===== src/rtl/alu_mc_if.sv =====
// Bundles the request/response signals of the multi-cycle ALU.
// Latency: none, wires only.
// Backpressure: requester must hold off while busy=1; start is dropped otherwise.
// Ports: start/a/b/ALUControl from master; result, zero/negative/carry/overflow, busy, done from slave.
interface alu_mc_if #(
   parameter int N = 64
);
   logic         start;
   logic [N-1:0] a;
   logic [N-1:0] b;
   logic [3:0]   ALUControl;
   logic [N-1:0] result;
   logic         zero;
   logic         negative;
   logic         carry;
   logic         overflow;
   logic         busy;
   logic         done;

   modport master (
      output start, a, b, ALUControl,
      input  result, zero, negative, carry, overflow, busy, done
   );

   modport slave (
      input  start, a, b, ALUControl,
      output result, zero, negative, carry, overflow, busy, done
   );
endinterface


===== src/rtl/alu_mc.sv =====
// Multi-cycle N-bit ALU: logic/add/sub/shift in one edge, shift-add unsigned MUL over N edges.
// Latency: single-cycle ops done the cycle after accept; MUL done exactly N cycles after accept.
// Backpressure: busy=1 during MUL, start ignored until busy drops (start with done=1 is accepted).
// Ports: clk, reset (async active-high), bus (alu_mc_if.slave) carrying request, result, NZCV flags, busy, done.
module alu_mc #(
   parameter int N = 64
) (
   input  logic     clk,
   input  logic     reset,
   alu_mc_if.slave  bus
);
   localparam int SW = $clog2(N);

   typedef enum logic {IDLE, MUL} state_t;

   state_t         state_q,    state_d;
   logic [N-1:0]   result_q,   result_d;
   logic           zero_q,     zero_d;
   logic           negative_q, negative_d;
   logic           carry_q,    carry_d;
   logic           overflow_q, overflow_d;
   logic           busy_q,     busy_d;
   logic           done_q,     done_d;
   logic [2*N-1:0] mcand_q,    mcand_d;
   logic [N-1:0]   mplier_q,   mplier_d;
   logic [2*N-1:0] acc_q,      acc_d;
   logic [SW-1:0]  cnt_q,      cnt_d;

   // Single-cycle datapath, evaluated straight from the request inputs.
   logic [N:0]     sum_w;
   logic [N-1:0]   alu_res;
   logic           alu_c;
   logic           alu_v;
   logic [2*N-1:0] acc_step;

   always_comb begin
      sum_w   = '0;
      alu_res = '0;
      alu_c   = 1'b0;
      alu_v   = 1'b0;
      unique case (bus.ALUControl)
         4'b0000: alu_res = bus.a & bus.b;
         4'b0001: alu_res = bus.a | bus.b;
         4'b0010: begin
            sum_w   = {1'b0, bus.a} + {1'b0, bus.b};
            alu_res = sum_w[N-1:0];
            alu_c   = sum_w[N];
            alu_v   = (bus.a[N-1] == bus.b[N-1]) && (alu_res[N-1] != bus.a[N-1]);
         end
         4'b0110: begin
            // a + ~b + 1: carry-out is the "no borrow" indication
            sum_w   = {1'b0, bus.a} + {1'b0, ~bus.b} + (N+1)'(1);
            alu_res = sum_w[N-1:0];
            alu_c   = sum_w[N];
            alu_v   = (bus.a[N-1] != bus.b[N-1]) && (alu_res[N-1] != bus.a[N-1]);
         end
         4'b0111: alu_res = bus.b;
         4'b1100: alu_res = ~(bus.a | bus.b);
         4'b1001: alu_res = bus.a << bus.b[SW-1:0];
         4'b1010: alu_res = bus.a >> bus.b[SW-1:0];
         default: alu_res = '0;
      endcase
   end

   // One multiplier bit per edge, LSB first; multiplicand pre-shifted each step.
   assign acc_step = mplier_q[0] ? (acc_q + mcand_q) : acc_q;

   always_comb begin
      state_d    = state_q;
      result_d   = result_q;
      zero_d     = zero_q;
      negative_d = negative_q;
      carry_d    = carry_q;
      overflow_d = overflow_q;
      busy_d     = busy_q;
      done_d     = 1'b0;
      mcand_d    = mcand_q;
      mplier_d   = mplier_q;
      acc_d      = acc_q;
      cnt_d      = cnt_q;

      unique case (state_q)
         IDLE: begin
            if (bus.start) begin
               if (bus.ALUControl == 4'b1000) begin
                  state_d  = MUL;
                  busy_d   = 1'b1;
                  mcand_d  = {{N{1'b0}}, bus.a};
                  mplier_d = bus.b;
                  acc_d    = '0;
                  cnt_d    = '0;
               end else begin
                  result_d   = alu_res;
                  zero_d     = (alu_res == '0);
                  negative_d = alu_res[N-1];
                  carry_d    = alu_c;
                  overflow_d = alu_v;
                  done_d     = 1'b1;
               end
            end
         end
         MUL: begin
            acc_d    = acc_step;
            mcand_d  = mcand_q << 1;
            mplier_d = mplier_q >> 1;
            cnt_d    = cnt_q + SW'(1);
            if (cnt_q == {SW{1'b1}}) begin
               state_d    = IDLE;
               busy_d     = 1'b0;
               done_d     = 1'b1;
               result_d   = acc_step[N-1:0];
               zero_d     = (acc_step[N-1:0] == '0);
               negative_d = acc_step[N-1];
               carry_d    = 1'b0;
               overflow_d = |acc_step[2*N-1:N];
            end
         end
         default: state_d = IDLE;
      endcase
   end

   always_ff @(posedge clk or posedge reset) begin
      if (reset) begin
         state_q    <= IDLE;
         result_q   <= '0;
         zero_q     <= 1'b0;
         negative_q <= 1'b0;
         carry_q    <= 1'b0;
         overflow_q <= 1'b0;
         busy_q     <= 1'b0;
         done_q     <= 1'b0;
         mcand_q    <= '0;
         mplier_q   <= '0;
         acc_q      <= '0;
         cnt_q      <= '0;
      end else begin
         state_q    <= state_d;
         result_q   <= result_d;
         zero_q     <= zero_d;
         negative_q <= negative_d;
         carry_q    <= carry_d;
         overflow_q <= overflow_d;
         busy_q     <= busy_d;
         done_q     <= done_d;
         mcand_q    <= mcand_d;
         mplier_q   <= mplier_d;
         acc_q      <= acc_d;
         cnt_q      <= cnt_d;
      end
   end

   assign bus.result   = result_q;
   assign bus.zero     = zero_q;
   assign bus.negative = negative_q;
   assign bus.carry    = carry_q;
   assign bus.overflow = overflow_q;
   assign bus.busy     = busy_q;
   assign bus.done     = done_q;
endmodule


===== src/flat_wrapper.sv =====
// flat-port wrapper written by rule: the top's interface ports become plain ports
module alu_mc_flat 
#(
   parameter int N = 64
)
  (clk, reset, bus_start, bus_a, bus_b, bus_ALUControl, bus_result, bus_zero, bus_negative, bus_carry, bus_overflow, bus_busy, bus_done);
  alu_mc_if #(.N(N)) bus_i ();
  input  logic clk;
  input  logic reset;
  input wire logic [$bits(bus_i.start)-1:0] bus_start;
  input wire logic [$bits(bus_i.a)-1:0] bus_a;
  input wire logic [$bits(bus_i.b)-1:0] bus_b;
  input wire logic [$bits(bus_i.ALUControl)-1:0] bus_ALUControl;
  output wire logic [$bits(bus_i.result)-1:0] bus_result;
  output wire logic [$bits(bus_i.zero)-1:0] bus_zero;
  output wire logic [$bits(bus_i.negative)-1:0] bus_negative;
  output wire logic [$bits(bus_i.carry)-1:0] bus_carry;
  output wire logic [$bits(bus_i.overflow)-1:0] bus_overflow;
  output wire logic [$bits(bus_i.busy)-1:0] bus_busy;
  output wire logic [$bits(bus_i.done)-1:0] bus_done;
  assign bus_i.start = bus_start;
  assign bus_i.a = bus_a;
  assign bus_i.b = bus_b;
  assign bus_i.ALUControl = bus_ALUControl;
  assign bus_result = bus_i.result;
  assign bus_zero = bus_i.zero;
  assign bus_negative = bus_i.negative;
  assign bus_carry = bus_i.carry;
  assign bus_overflow = bus_i.overflow;
  assign bus_busy = bus_i.busy;
  assign bus_done = bus_i.done;
  alu_mc #(.N(N)) u_core (.clk(clk), .reset(reset), .bus(bus_i));
endmodule

===== config.mk =====
export PLATFORM = sky130hd
export DESIGN_NAME = alu_mc_flat
export DESIGN_NICKNAME = d
export VERILOG_FILES = /design/src/rtl/alu_mc_if.sv /design/src/rtl/alu_mc.sv /design/src/flat_wrapper.sv
export SDC_FILE = /design/constraint.sdc
export NUM_CORES = 2
export LEC_CHECK = 0
export BUFFER_PORTS_ARGS = -buffer_cell sky130_fd_sc_hd__buf_2
export CAP_MARGIN = 20
export CORE_MARGIN = 2
export CORE_UTILIZATION = 25
export CTS_CLUSTER_DIAMETER = 30
export CTS_CLUSTER_SIZE = 12
export DETAILED_ROUTE_END_ITERATION = 16
export HOLD_SLACK_MARGIN = 0.02
export PLACE_DENSITY = 0.47
export SLEW_MARGIN = 20
export SYNTH_ARGS = -nofsm -noshare
export SYNTH_HDL_FRONTEND = slang
export SYNTH_SLANG_ARGS = --single-unit

===== constraint.sdc =====
create_clock -name clk -period 18.23 [get_ports clk]
set_input_delay 0.9115 -clock clk [delete_from_list [all_inputs] [get_ports clk]]
set_output_delay 0.9115 -clock clk [all_outputs]
set_load 0.01 [all_outputs]

# Word level (Yosys, flattened, before mapping)
# Index checks and enable logic that the tools add are counted.
[classes] add_sub_neg=5 eq_ne=17 shifts=2 mux=47 n_bitwise=5 reduce_logical=9
[op_table] op="128-bit two-way mux" count=5
[op_table] op="128-bit case mux with 2 select lines" count=2
[op_table] op="64-bit case mux with 8 select lines" count=1
[op_table] op="64-bit two-way mux" count=5
[op_table] op="64-bit case mux with 2 select lines" count=2
[op_table] op="64-bit by 64-bit adder with 65-bit output" count=2
[op_table] op="128-bit adder" count=1
[op_table] op="64-bit logical NOT" count=2
[op_table] op="64-bit NOT" count=2
[op_table] op="65-bit by 1-bit adder with 65-bit output (second input constant)" count=1
[op_table] op="64-bit bitwise AND" count=1
[op_table] op="64-bit OR" count=1
[op_table] op="64-bit OR reduction" count=1
[op_table] op="64-bit by 6-bit << shifter with 64-bit output" count=1
[op_table] op="64-bit by 6-bit >> shifter with 64-bit output" count=1
[op_table] op="1-bit two-way mux" count=20
[op_table] op="1-bit case mux with 2 select lines" count=9
[op_table] op="4-bit equality test (second input constant)" count=4
[op_table] op="6-bit two-way mux" count=2
[op_table] op="6-bit case mux with 2 select lines" count=1
[op_table] op="4-bit by 3-bit equality test with 1-bit output (second input constant)" count=2
[op_table] op="6-bit by 1-bit adder with 6-bit output (second input constant)" count=1
[op_table] op="6-bit equality test (second input constant)" count=1
[op_table] op="2-bit != test (second input constant)" count=3
[op_table] op="other kinds (10)" count=14
[word_totals] register_bits=397 input_bits=135 out_inout_bits=70 wordCells=97

# Depth between registers and ports, before layout
[depth] word_depth=9 mapped_depth=25 ltp_nobuf=19

# Least setup slack after synthesis
# OpenSTA, ideal clock, no wires.
[synth_path] kind="input -> register" startpoint="input bus_b[2]" endpoint="register u_core.zero_q (netlist: u_core.bus.zero)" setup_ps=65 arrival_ps=8662 required_ps=18165 slack_ps=9503 stages=24 path_buffers=7 path_cell_list="inv_1 clkbuf_1 buf_1 clkbuf_1 clkbuf_1 buf_1 clkbuf_1 clkbuf_1 ha_1 nand2b_1 a221o_1 a2111oi_1 o2111ai_1 a2111oi_1 o21ba_2 a22oi_1 a2111oi_2 nand4_1 or4_1 or4_1 or4_1 or4b_1 nor4_1 a211o_1"
[synth_between] elab_chain_len=8 word_cells_on_any_way=14 classes_between="add/sub: 3; shift: 2; mux: 4; bitwise: 4; reduce/logical: 1"
[synth_lines] element="start: declaration" line="flat_wrapper.sv:12" rtl="input wire logic [$bits(bus_i.b)-1:0] bus_b;"
[synth_lines] element="64-bit NOT" line="alu_mc.sv:52" rtl="sum_w = {1'b0, bus.a} + {1'b0, ~bus.b} + (N+1)'(1);"
[synth_lines] element="64-bit by 64-bit adder with 65-bit output" line="alu_mc.sv:52"
[synth_lines] element="65-bit by 1-bit adder with 65-bit output" line="alu_mc.sv:52"
[synth_lines] element="64-bit case mux with 8 select lines *" line="alu_mc.sv:41" rtl="unique case (bus.ALUControl)"
[synth_lines] element="64-bit logical NOT *" line="alu_mc.sv:94" rtl="zero_d = (alu_res == '0);"
[synth_lines] element="1-bit two-way mux *" line="alu_mc.sv:85" rtl="if (bus.ALUControl == 4'b1000) begin"
[synth_lines] element="1-bit two-way mux *" line="alu_mc.sv:84" rtl="if (bus.start) begin"
[synth_lines] element="1-bit case mux with 2 select lines *" line="alu_mc.sv:82" rtl="unique case (state_q)"
[synth_lines] element="end signal: assignment" line="alu_mc.sv:139" rtl="zero_q <= zero_d;"
[synth_lines] element="end: declaration" line="alu_mc.sv:18" rtl="logic zero_q, zero_d;"
# Mark *: on every way between the ends. The rest lies on a longest branch, timed or not. The select of a mux whose other input is x is not followed.
# A chain may end at the register's enable or synchronous reset.

# Worst setup path in the final report
[layout_path] startpoint="input bus_b[0]" endpoint="register u_core.zero_q (netlist: u_core.bus.zero)"
# The elaborated chain is that of the path after synthesis.

==> results.yml <==
run_status:
  outcome: "finished clean"
yosys:
  synth.most_common_cell: "nand2_1"
  synth_flop_cell: "dfrtp_1"
  yosys.area.top_type_share_pct: 20.9
  ys_seq_elements: 396
  synth_nets: 6685
  avgSynthCellArea_sq_um: 7.62
  synth_area_leaders: "dfrtp_1, ha_1, o21ai_0"
  ys_warn_count: 0
  netlist_top_cells_count: "nand2_1, o21ai_0, nor2_1, a21oi_1, dfrtp_1"
  yosysTopAreaCell: "dfrtp_1"
  syn-cell-area_sq_um: 47300
  synth_edf_count: 0
  yosysSeqAreaShare_pct: 20.9
  synthArstFlopShare_pct: 100
  ys_types: 96
  syn_inst: 6211
placement:
  io_buffer_count: 204
  place_area_sq_um: 50800
  gp_congestion: 1.06
  dp_hpwl_um: 205000
global_routing:
  grt_max_degree: 144
  antenna_found_initial: 37
  grt_pass1_wl_um: 376000
  grt_pass1_vias: 49948
  overflow: 0
  gr-usage-all-layers_pct: 26.7
cells_and_area:
  layout-drive-gt1-share_pct: 12.8
  fillers: 20366
  area_growth_pct: 17.2
  final_area_sq_um: 55400
  nNetsFinal: 6696
floorplanning:
  fp.dieW_um: 439
  coreArea_sq_um: 188000
  die_height_um: 439
  initial_core_util_pct: 25.2
  ioPinCount: 205
  die_area_sq_um: 193000
  rows: 159
sta:
  rsz0062_at_grt: "false"
  period_needed_ns: 8.19
  fin_worst_skew_ns: 0.0745
  max_freq_ghz: 0.122
  slew_viol_final: 0
  slew_headroom_pct: 6.03
  tns_ns: 0
  hold_violations: 0
  tightest_slew_ns: 1.40
  timing.final.crit_share_pct: 44.9
  finalSetupViolCount: 0
cts:
  cts_setup_buffers: 0
  cts-hold-fix-buffers: 0
  clockBufferDepth: 3
  clkSinkCount: 396
  htreeDepth: 4
  cts_tree: "done"
  path_clk_slew_ns: 0.04
  cts_made_buffers: 131
  clk_latency_ns: 0.79
  cts.repair.resized: 0
  root_buffer: "clkbuf_16"
critical_path:
  endpoint_kind: "flip-flop"
  crit_type: "in -> reg"
  start_kind: "primary input"
  rr_worst_depth: 15
  worstReg2RegEnd: "u_core.bus.overflow$_DFFE_PP0P_"
  crit_required_ns: 18.89
  worstPathMaxFanout: 48
  critical_path_arrival_ns: 8.85
  r2r-start: "u_core.mcand_q[14]$_DFFE_PP0P_"
  r2r_setup_slack_ns: 11.48
route:
  viasPerCell: 5.91
  first_pass_iters: 7
  drc: 0
  ant_nets: 0
  detail_route.wl_per_cell_um: 30.2
  vias: 52169
  routed_wl_um: 267000
  dr.first_iter.drc_count: 5935
pwr:
  p_leak_nw: 22.9
  power.total_mw: 7.39
  powerDensity_nw_per_um2: 133
  irDropWorstVdd_uv: 98.0
worst_hold_path:
  holdCritPathClass: "in -> async"
run:
  cap_violations: 0
-- critical path, stage by stage --
cell	delay [ns]
clkbuf_8	0.39
buf_4	0.71
buf_4	0.80
mux4_1	0.68
mux2_2	0.37
mux4_2	0.49
a211oi_2	0.51
nand4_1	0.17
a31oi_1	0.19
a2bb2oi_1	0.23
a2111oi_2	0.43
nand4_1	0.12
or4_1	0.62
or4_1	0.58
or4_1	0.53
or4b_1	0.48
nor4_1	0.31
a211o_1	0.17
-- cell type report --
cell class                 instances  area, sq um  area share, %
tap                             2495         3120           5.63
timing repair buffer             318         1940           3.49
antenna                           14         35.0         0.0632
sequential                       396         9920           17.9
clock inverter                    55          992           1.79
inverter                         255          975           1.76
multi-input combinational       5120        34800           62.8
clock buffer                     174         3640           6.57
-- cells by family (layout without fill, tap and decap cells) --
kind of cell             after synthesis  count (layout)  synth area share, %
multiplexers                         520             520                 14.8
flip-flops                           396             396                 20.9
XOR/XNOR                             132             132                 2.44
AO/OA/AOI/OAI                       2098            2098                 27.8
AND/OR/NAND/NOR                     2031            2031                 19.3
other                                  0              14                    0
adder cells (fa/ha/maj)              339             339                 9.01
buffers and inverters                695             802                 5.71
-- state kept, by name, indices dropped and copies added, names as in the netlist, 6 cells and up --
name,count
u_core.acc_q,128
u_core.bus.result,64
u_core.cnt_q,6
u_core.mcand_q,128
u_core.mplier_q,64
-- layer usage --
layer | track usage [%] | vias to the layer above | share of wire, %
li1 | - | 23083 | -
met1 | 34.8 | 25879 | 42
met2 | 41.8 | 2587 | 44
met3 | 5.38 | 610 | 8.0
met4 | 13.8 | 10 | 5.6
met5 | 0 | - | 0.025
-- how the worst max path moves through the flow --
stage / from / endpoint / slack, ns / depth (start not counted)
floorplan: reset / u_core.acc_q[0]$_DFFE_PP0P_ / 6.31 / 1
global placement: bus_b[0] / u_core.bus.zero$_DFFE_PP0P_ / 9.54 / 18
detailed placement: bus_b[0] / u_core.bus.zero$_DFFE_PP0P_ / 9.48 / 18
CTS: bus_b[0] / u_core.bus.zero$_DFFE_PP0P_ / 10.22 / 18
global route: bus_b[0] / u_core.bus.zero$_DFFE_PP0P_ / 9.72 / 18
finish: bus_b[0] / u_core.bus.zero$_DFFE_PP0P_ / 10.04 / 18
-- per-stage QoR --
step | hold WS, ns | setup slack (ns) | instances | util [%]
after global placement | 0.454 | 9.54 | 8581 | 27.0
final | 0.238 | 10.04 | 8827 | 29.5
after floorplan | 0.449 | 6.31 | 6211 | -
after CTS | 0.269 | 10.22 | 8812 | 29.5
after detailed placement | 0.459 | 9.48 | 8583 | 27.0
after global routing | 0.305 | 9.72 | 8818 | 29.5
-- layout by cell type, fill, tap and decap left out, types with 22 or more instances in the layout --
cell type | Yosys | final
buf_4 | 4 | 108
or3_1 | 31 | 31
buf_2 | 15 | 204
a211o_1 | 23 | 23
a21boi_0 | 22 | 22
o21ai_0 | 621 | 620
nand3_1 | 131 | 130
o31ai_1 | 45 | 45
nor3_1 | 131 | 126
a21oi_1 | 570 | 569
a221oi_1 | 41 | 41
o21bai_1 | 74 | 74
a31oi_1 | 52 | 52
clkbuf_16 | 0 | 131
a22oi_1 | 58 | 58
nand2_1 | 795 | 794
mux2i_1 | 304 | 303
a21o_1 | 92 | 92
dfrtp_1 | 396 | 394
and2_1 | 31 | 31
nor2b_1 | 37 | 37
xnor2_1 | 83 | 83
o211ai_1 | 65 | 65
a211oi_1 | 72 | 72
inv_1 | 251 | 247
and3_1 | 27 | 26
a221o_1 | 27 | 27
mux2_2 | 85 | 85
o22ai_1 | 73 | 73
o221ai_1 | 34 | 34
mux4_2 | 116 | 116
nand4_1 | 97 | 97
nor2_1 | 580 | 575
clkbuf_1 | 357 | 23
xor2_1 | 49 | 49
ha_1 | 336 | 336
o21a_1 | 29 | 29
nor4_1 | 46 | 45
nand2b_1 | 28 | 28
-- power breakdown --
part	leakage, nW	internal (mW)	switching, mW	total (mW)
Clock	2.23	1.62	0.736	2.35
Sequential	5.16	1.23	0.335	1.57
Combinational	15.5	1.14	2.33	3.48
Total	22.9	3.99	3.40	7.39
Note: power is estimated with default switching activity, not from simulation.
